$ cat config.mk
export PLATFORM = sky130hd
export DESIGN_NAME = mips_muldiv
export DESIGN_NICKNAME = d
export VERILOG_FILES = /design/src/rtl/mips_muldiv_pkg.sv /design/src/rtl/mips_muldiv_cond_negate.sv /design/src/rtl/mips_muldiv.sv
export SDC_FILE = /design/constraint.sdc
export NUM_CORES = 1
export LEC_CHECK = 0
export BUFFER_PORTS_ARGS = -buffer_cell sky130_fd_sc_hd__buf_2
export CORE_ASPECT_RATIO = 0.75
export CORE_UTILIZATION = 60
export DETAILED_ROUTE_END_ITERATION = 12
export GPL_ROUTABILITY_DRIVEN = 0
export HOLD_SLACK_MARGIN = 0.08
export PLACE_DENSITY = 0.77
export SLEW_MARGIN = 0
export SYNTH_ARGS = -nofsm -noshare
export SYNTH_HDL_FRONTEND = slang
export SYNTH_SLANG_ARGS = --single-unit
$ cat constraint.sdc
create_clock -name clk -period 6.5 [get_ports clk]
set_clock_uncertainty 0.2 [all_clocks]
set_input_delay 0.325 -clock clk [delete_from_list [all_inputs] [get_ports clk]]
set_output_delay 0.325 -clock clk [all_outputs]
set_load 0.005 [all_outputs]
$ cat src/rtl/mips_muldiv_pkg.sv
// Shared types for the iterative multiply/divide unit: op encodings, FSM states, helpers.
package mips_muldiv_pkg;

  typedef enum logic [2:0] {
    MD_MULT  = 3'd0,
    MD_MULTU = 3'd1,
    MD_DIV   = 3'd2,
    MD_DIVU  = 3'd3,
    MD_MTHI  = 3'd4,
    MD_MTLO  = 3'd5
  } md_op_t;

  typedef enum logic [1:0] {
    MD_IDLE,
    MD_RUN,
    MD_FIX
  } md_state_t;

  localparam int unsigned MD_CNT_W = 5;

  function automatic logic md_op_signed(input md_op_t op);
    return (op == MD_MULT) || (op == MD_DIV);
  endfunction

endpackage

$ cat src/rtl/mips_muldiv_cond_negate.sv
// Two's-complement conditional negate: out = neg ? -in : in. Purely combinational.
module cond_negate #(
  parameter int width = 32
) (
  input  logic [width-1:0] in_i,
  input  logic             neg_i,
  output logic [width-1:0] out_o
);

  assign out_o = neg_i ? (~in_i + {{(width-1){1'b0}}, 1'b1}) : in_i;

endmodule

$ cat src/rtl/mips_muldiv.sv
// MIPS HI/LO multiply/divide unit: shift-add MUL / restoring DIV on magnitudes, sign fix in FIX.
// Latency 33 busy cycles (MUL with fast_mul=1: 1); start while busy is dropped, stall holds the core.
module mips_muldiv
  import mips_muldiv_pkg::*;
#(
  parameter int width    = 32,
  parameter bit fast_mul = 1'b0
) (
  input  logic             clk,
  input  logic             rst_b,
  input  logic             start,
  input  md_op_t           op,
  input  logic [width-1:0] rs_data,
  input  logic [width-1:0] rt_data,
  input  logic             rd_req,
  output logic             busy,
  output logic             stall,
  output logic [width-1:0] hi,
  output logic [width-1:0] lo,
  output logic             div_zero
);

  localparam logic [MD_CNT_W-1:0] CNT_LAST = MD_CNT_W'(width - 1);

  md_state_t              state_q, state_d;
  logic [MD_CNT_W-1:0]    cnt_q, cnt_d;
  logic                   is_div_q, is_div_d;
  logic                   neg_quo_q, neg_quo_d;
  logic                   neg_rem_q, neg_rem_d;
  logic [width-1:0]       b_q, b_d;
  logic [2*width-1:0]     p_q, p_d;
  logic [width-1:0]       rem_q, rem_d;
  logic [width-1:0]       hi_q, hi_d;
  logic [width-1:0]       lo_q, lo_d;
  logic                   dz_q, dz_d;

  logic                   op_sgn;
  logic [width-1:0]       abs_a, abs_b;
  logic [width:0]         mul_sum;
  logic [width:0]         div_shift;
  logic                   div_ge;
  logic [width-1:0]       div_sub;
  logic [2*width-1:0]     fast_prod;
  logic [2*width-1:0]     prod_fix;
  logic [width-1:0]       quo_fix, rem_fix;

  assign op_sgn = md_op_signed(op);

  cond_negate #(.width(width)) u_abs_a (
    .in_i  (rs_data),
    .neg_i (op_sgn & rs_data[width-1]),
    .out_o (abs_a)
  );

  cond_negate #(.width(width)) u_abs_b (
    .in_i  (rt_data),
    .neg_i (op_sgn & rt_data[width-1]),
    .out_o (abs_b)
  );

  cond_negate #(.width(2*width)) u_fix_prod (
    .in_i  (p_q),
    .neg_i (neg_quo_q),
    .out_o (prod_fix)
  );

  cond_negate #(.width(width)) u_fix_quo (
    .in_i  (p_q[width-1:0]),
    .neg_i (neg_quo_q),
    .out_o (quo_fix)
  );

  cond_negate #(.width(width)) u_fix_rem (
    .in_i  (rem_q),
    .neg_i (neg_rem_q),
    .out_o (rem_fix)
  );

  // Multiply: upper half accumulates, whole product shifts right one bit per iteration.
  assign mul_sum   = {1'b0, p_q[2*width-1:width]} + (p_q[0] ? {1'b0, b_q} : {(width+1){1'b0}});
  // Divide: dividend bits enter from the top of p_q[width-1:0], quotient bits fill in at the bottom.
  assign div_shift = {rem_q, p_q[width-1]};
  assign div_ge    = (div_shift >= {1'b0, b_q});
  assign div_sub   = div_shift[width-1:0] - b_q;
  assign fast_prod = {{width{1'b0}}, abs_a} * {{width{1'b0}}, abs_b};

  always_comb begin
    state_d   = state_q;
    cnt_d     = cnt_q;
    is_div_d  = is_div_q;
    neg_quo_d = neg_quo_q;
    neg_rem_d = neg_rem_q;
    b_d       = b_q;
    p_d       = p_q;
    rem_d     = rem_q;
    hi_d      = hi_q;
    lo_d      = lo_q;
    dz_d      = 1'b0;

    case (state_q)
      MD_IDLE: begin
        if (start) begin
          case (op)
            MD_MTHI: hi_d = rs_data;
            MD_MTLO: lo_d = rs_data;
            MD_MULT, MD_MULTU: begin
              b_d       = abs_b;
              is_div_d  = 1'b0;
              neg_quo_d = op_sgn & (rs_data[width-1] ^ rt_data[width-1]);
              neg_rem_d = op_sgn & rs_data[width-1];
              cnt_d     = CNT_LAST;
              if (fast_mul) begin
                p_d     = fast_prod;
                state_d = MD_FIX;
              end else begin
                p_d     = {{width{1'b0}}, abs_a};
                state_d = MD_RUN;
              end
            end
            MD_DIV, MD_DIVU: begin
              if (rt_data == '0) begin
                hi_d = rs_data;
                lo_d = '1;
                dz_d = 1'b1;
              end else begin
                b_d       = abs_b;
                p_d       = {{width{1'b0}}, abs_a};
                rem_d     = '0;
                is_div_d  = 1'b1;
                neg_quo_d = op_sgn & (rs_data[width-1] ^ rt_data[width-1]);
                neg_rem_d = op_sgn & rs_data[width-1];
                cnt_d     = CNT_LAST;
                state_d   = MD_RUN;
              end
            end
            default: ;
          endcase
        end
      end

      MD_RUN: begin
        if (is_div_q) begin
          p_d   = {p_q[2*width-1:width], p_q[width-2:0], div_ge};
          rem_d = div_ge ? div_sub : div_shift[width-1:0];
        end else begin
          p_d = {mul_sum, p_q[width-1:1]};
        end
        cnt_d = cnt_q - 1'b1;
        if (cnt_q == '0) begin
          state_d = MD_FIX;
        end
      end

      MD_FIX: begin
        if (is_div_q) begin
          lo_d = quo_fix;
          hi_d = rem_fix;
        end else begin
          {hi_d, lo_d} = prod_fix;
        end
        state_d = MD_IDLE;
      end

      default: state_d = MD_IDLE;
    endcase
  end

  always_ff @(posedge clk or negedge rst_b) begin
    if (!rst_b) begin
      state_q   <= MD_IDLE;
      cnt_q     <= '0;
      is_div_q  <= 1'b0;
      neg_quo_q <= 1'b0;
      neg_rem_q <= 1'b0;
      b_q       <= '0;
      p_q       <= '0;
      rem_q     <= '0;
      hi_q      <= '0;
      lo_q      <= '0;
      dz_q      <= 1'b0;
    end else begin
      state_q   <= state_d;
      cnt_q     <= cnt_d;
      is_div_q  <= is_div_d;
      neg_quo_q <= neg_quo_d;
      neg_rem_q <= neg_rem_d;
      b_q       <= b_d;
      p_q       <= p_d;
      rem_q     <= rem_d;
      hi_q      <= hi_d;
      lo_q      <= lo_d;
      dz_q      <= dz_d;
    end
  end

  assign busy     = (state_q != MD_IDLE);
  assign stall    = busy & (rd_req | start);
  assign hi       = hi_q;
  assign lo       = lo_q;
  assign div_zero = dz_q;

endmodule
==> summary.txt <==
Clock tree
  – TritonCTS clock tree: done
  – Clock root buffer: clkbuf_16
  – CTS buffer count: 23
  – CTS sink count: about 200
  – H-tree depth: 1
  – Clk slew on worst S/H paths: approximately 0.06 ns
  – Worst-Skew Late Latency: 0.54 ns
  – Post-CTS Setup Bufs: 0
  – Clock buffer depth: 3

Synthesis
  – Main synth FF type: dfrtp_1
  – Count of cell types in the netlist: between 70 and 80
  – Post-synthesis register bit count: roughly 200
  – Top cell type's share of synthesized area: 0.3191
  – Syn Nets: roughly 2,100
  – Yosys top cell by area: dfrtp_1
  – Gate Count Post-Synth: approximately 2,000
  – Synth top cells by count: nand2_1, o21ai_0, dfrtp_1
  – EDFF count, synth: 0
  – Synth area leaders: dfrtp_1, o21ai_0, xnor2_1
  – Mean Syn Cell Area: approximately 8.0 sq um
  – FFs w/ async S/R, synth: 1.000
  – Yosys warns: 0
  – Sequential area share after synthesis: 0.3191
  – Post-Syn Area: 15,920 sq um
  – Most common cell in the synthesized netlist: nand2_1

Detailed routing
  – DRC: 0
  – DRT antenna net count: 0
  – Routed vias: 16,550
  – Routed length per instance: ~22 um
  – Final WL: 53,670 um
  – Routed vias/inst: 6.667
  – First drt pass iteration count: 6
  – DRT iter0 DRCs: about 2,100

Timing
  – Final Max Slew Viols: 0
  – Fin crit period: 5.025 ns
  – F_max: about 200 MHz
  – Fin crit share: 0.7730
  – RSZ-0062 raised after global routing: no
  – Fin Setup TNS: 0 ns
  – Setup violations, final: 0
  – Worst slew pin tran: 1.334 ns
  – Fin. Hold Viols: 0
  – Worst relative slew slack: 0.1067
  – Min Hold Slack: 0.1987 ns

Hold path
  – Worst hold path type: primary input to asynchronous set/reset pin

Worst setup path
  – Crit path to: hi[16]
  – WP data required: about 6.7 ns
  – Critical Path AT: between 5 and 6 ns
  – Worst-path cell chain: dlygate4sd3_1 -> buf_2 -> inv_1 -> ha_1 -> or4b_2 -> nor3b_1 -> nand4_1 -> nor4_1 -> buf_4 -> o31a_1 -> nand2_1 -> o221ai_1 -> a21oi_1
  – R2r endpoint: rem_q[0]
  – Slowest cell on crit path: o31a_1
  – Crit Path Category: primary input to flop
  – Worst Setup Start Kind: primary input
  – Crit path largest cell delay: 0.86 ns
  – R2R cell count: 9
  – Worst R2R Setup Slack: 1.89 ns
  – Crit-path max FO: 21
  – CP Capture Type: flop
  – RR Startpoint: rem_q[11]
  – CP Launch Point: rt_data[1]

Global route
  – First-pass GRT wire length: 82,410 um
  – Largest net degree at the start of global routing: 80
  – Vias in the first global route: ~15,000
  – Antenna violations before repair: 0
  – All-Layer GR Usage: 0.3883
  – Global route overflow: 0

Power and ir drop
  – Leakage dissipation: a little under 8 nW
  – Tot Pwr: approximately 0.010 W
  – Power per Cell Area: 573.5 nW/um^2
  – Maximum VDD drop: 0.4443 mV

Die
  – # rows: 51
  – CORE AREA: roughly 26,000 sq um
  – Die area: 27,200 sq um
  – Initial core utilization: 0.6115
  – Die Y-Extent: 143.1 um
  – Width of the die: 190.1 um
  – I/O Pins: approximately 140

Cells and area
  – Share of cells above drive strength 1: 0.1043
  – Fin util: 0.7019
  – # fillers: 2,161
  – Nets: around 2,300
  – Area Overhead vs Synth: 14.79%
  – Antenna Cells: 0
  – Finished Layout Cells: roughly 2,500

Status
  – Status: finished clean

Place
  – Post-DP HPWL: 38,840 um
  – Placed cell count: roughly 2,400
  – Port Buffers: roughly 140

Job
  – Max_cap viols: 0
-- metrics by stage --
| step | area (sq um) | setup WS, ns |
|---|---|---|
| 2_1_floorplan | 15920 | 2.808 |
| 3_3_place_gp | 16800 | 2.008 |
| 6_report | 18280 | 1.475 |
| 4_1_cts | 18280 | 1.807 |
| 5_1_grt | 18280 | 1.286 |
| 3_5_place_dp | 16800 | 1.851 |
-- timing repair --
item / in CTS / in global routing
endpoints found under the hold margin: 189 / 0
resized for setup: 0 / 0
hold buffers: 73 / 0
-- final cells by class --
cell class                 instances  area, sq um  area share
clock buffer                      33        673.1     0.03683
tap                              344        430.4     0.02355
inverter                          72        270.3     0.01479
clock inverter                     8        71.32    0.003903
multi-input combinational       1586        10130      0.5542
sequential                       203         5082      0.2781
timing repair buffer             236         1620     0.08866
-- cell usage in the layout (no fill, tap or decap), types with 9 or more instances in the layout --
cell type	netlist	layout
o211ai_1	15	15
o31ai_1	45	43
o21ai_0	204	204
inv_1	72	72
o21bai_1	10	10
dlygate4sd3_1	0	73
or2_2	10	10
o41ai_1	22	22
xor2_1	73	73
xnor2_1	116	116
nand2b_1	18	18
o22ai_1	42	42
o221ai_1	27	27
nand2_1	249	249
or3_1	22	22
dfrtp_1	203	201
nand3_1	42	42
nor2b_1	15	15
buf_2	3	136
ha_1	70	70
a32oi_1	13	13
a21oi_1	127	127
a221oi_1	9	9
a21o_1	30	30
nor4_1	23	23
or4_1	17	17
nor3_1	42	42
nand4_1	20	20
mux2i_1	54	54
and3_1	18	18
buf_4	0	26
clkbuf_16	0	23
a211oi_1	16	16
nor2_1	147	147
-- power by group --
| group | leakage (nW) | internal (W) | switching [W] |
|---|---|---|---|
| clock | 0.370 | 0.000759 | 0.000567 |
| combinational | 5.11 | 0.00257 | 0.00380 |
| sequential | 2.47 | 0.00190 | 0.000887 |
-- cells by family (layout without fill, tap and decap cells) --
family / Yosys count / count (layout) / share of synthesized area
muxes: 54 / 54 / 0.03395
xor gates and xnor gates: 189 / 189 / 0.1040
buffers and inverters: 194 / 349 / 0.04653
and+or+nand+nor: 644 / 644 / 0.1880
DFF: 203 / 203 / 0.3191
AOI/OAI and AO/OA: 627 / 627 / 0.2509
adders and majority gates: 72 / 72 / 0.05753
-- routing by layer --
metal | GRT usage | wire length [um] | share of wire | up-vias
met5 | 0 | 0 | 0 | -
met4 | 0.1180 | 1863 | 0.035 | 0
met3 | 0.09142 | 6915 | 0.13 | 150
met2 | 0.5492 | 21790 | 0.41 | 1081
met1 | 0.5788 | 23100 | 0.43 | 7814
li1 | - | - | - | 7502
-- state kept, by name, summed over array words and instances, names as in the netlist --
signal,cells
b_q,32
cnt_q,5
div_zero,1
hi,32
is_div_q,1
lo,32
neg_quo_q,1
neg_rem_q,1
p_q,64
rem_q,32
state_q,2
-- worst min path at each step --
stage,slack (ns),cells past startpoint,end,start
final,0.20,2,lo[11],rst_b
after global routing,0.28,5,b_q[31],op[2]
after CTS,0.19,5,b_q[31],op[2]
after detailed placement,0.22,1,lo[11],rst_b
after global placement,0.23,1,lo[12],rst_b
after floorplan,-0.17,0,b_q[0],rst_b
-- critical path, delay by kind of cell --
kind,cells,cell delay (ns)
buffers and inverters,4,1.03
AO/OA/AOI/OAI,3,1.19
AND/OR/NAND/NOR,5,2.41
adder cells (fa/ha/maj),1,0.28
Note: power is estimated with default switching activity, not from simulation.
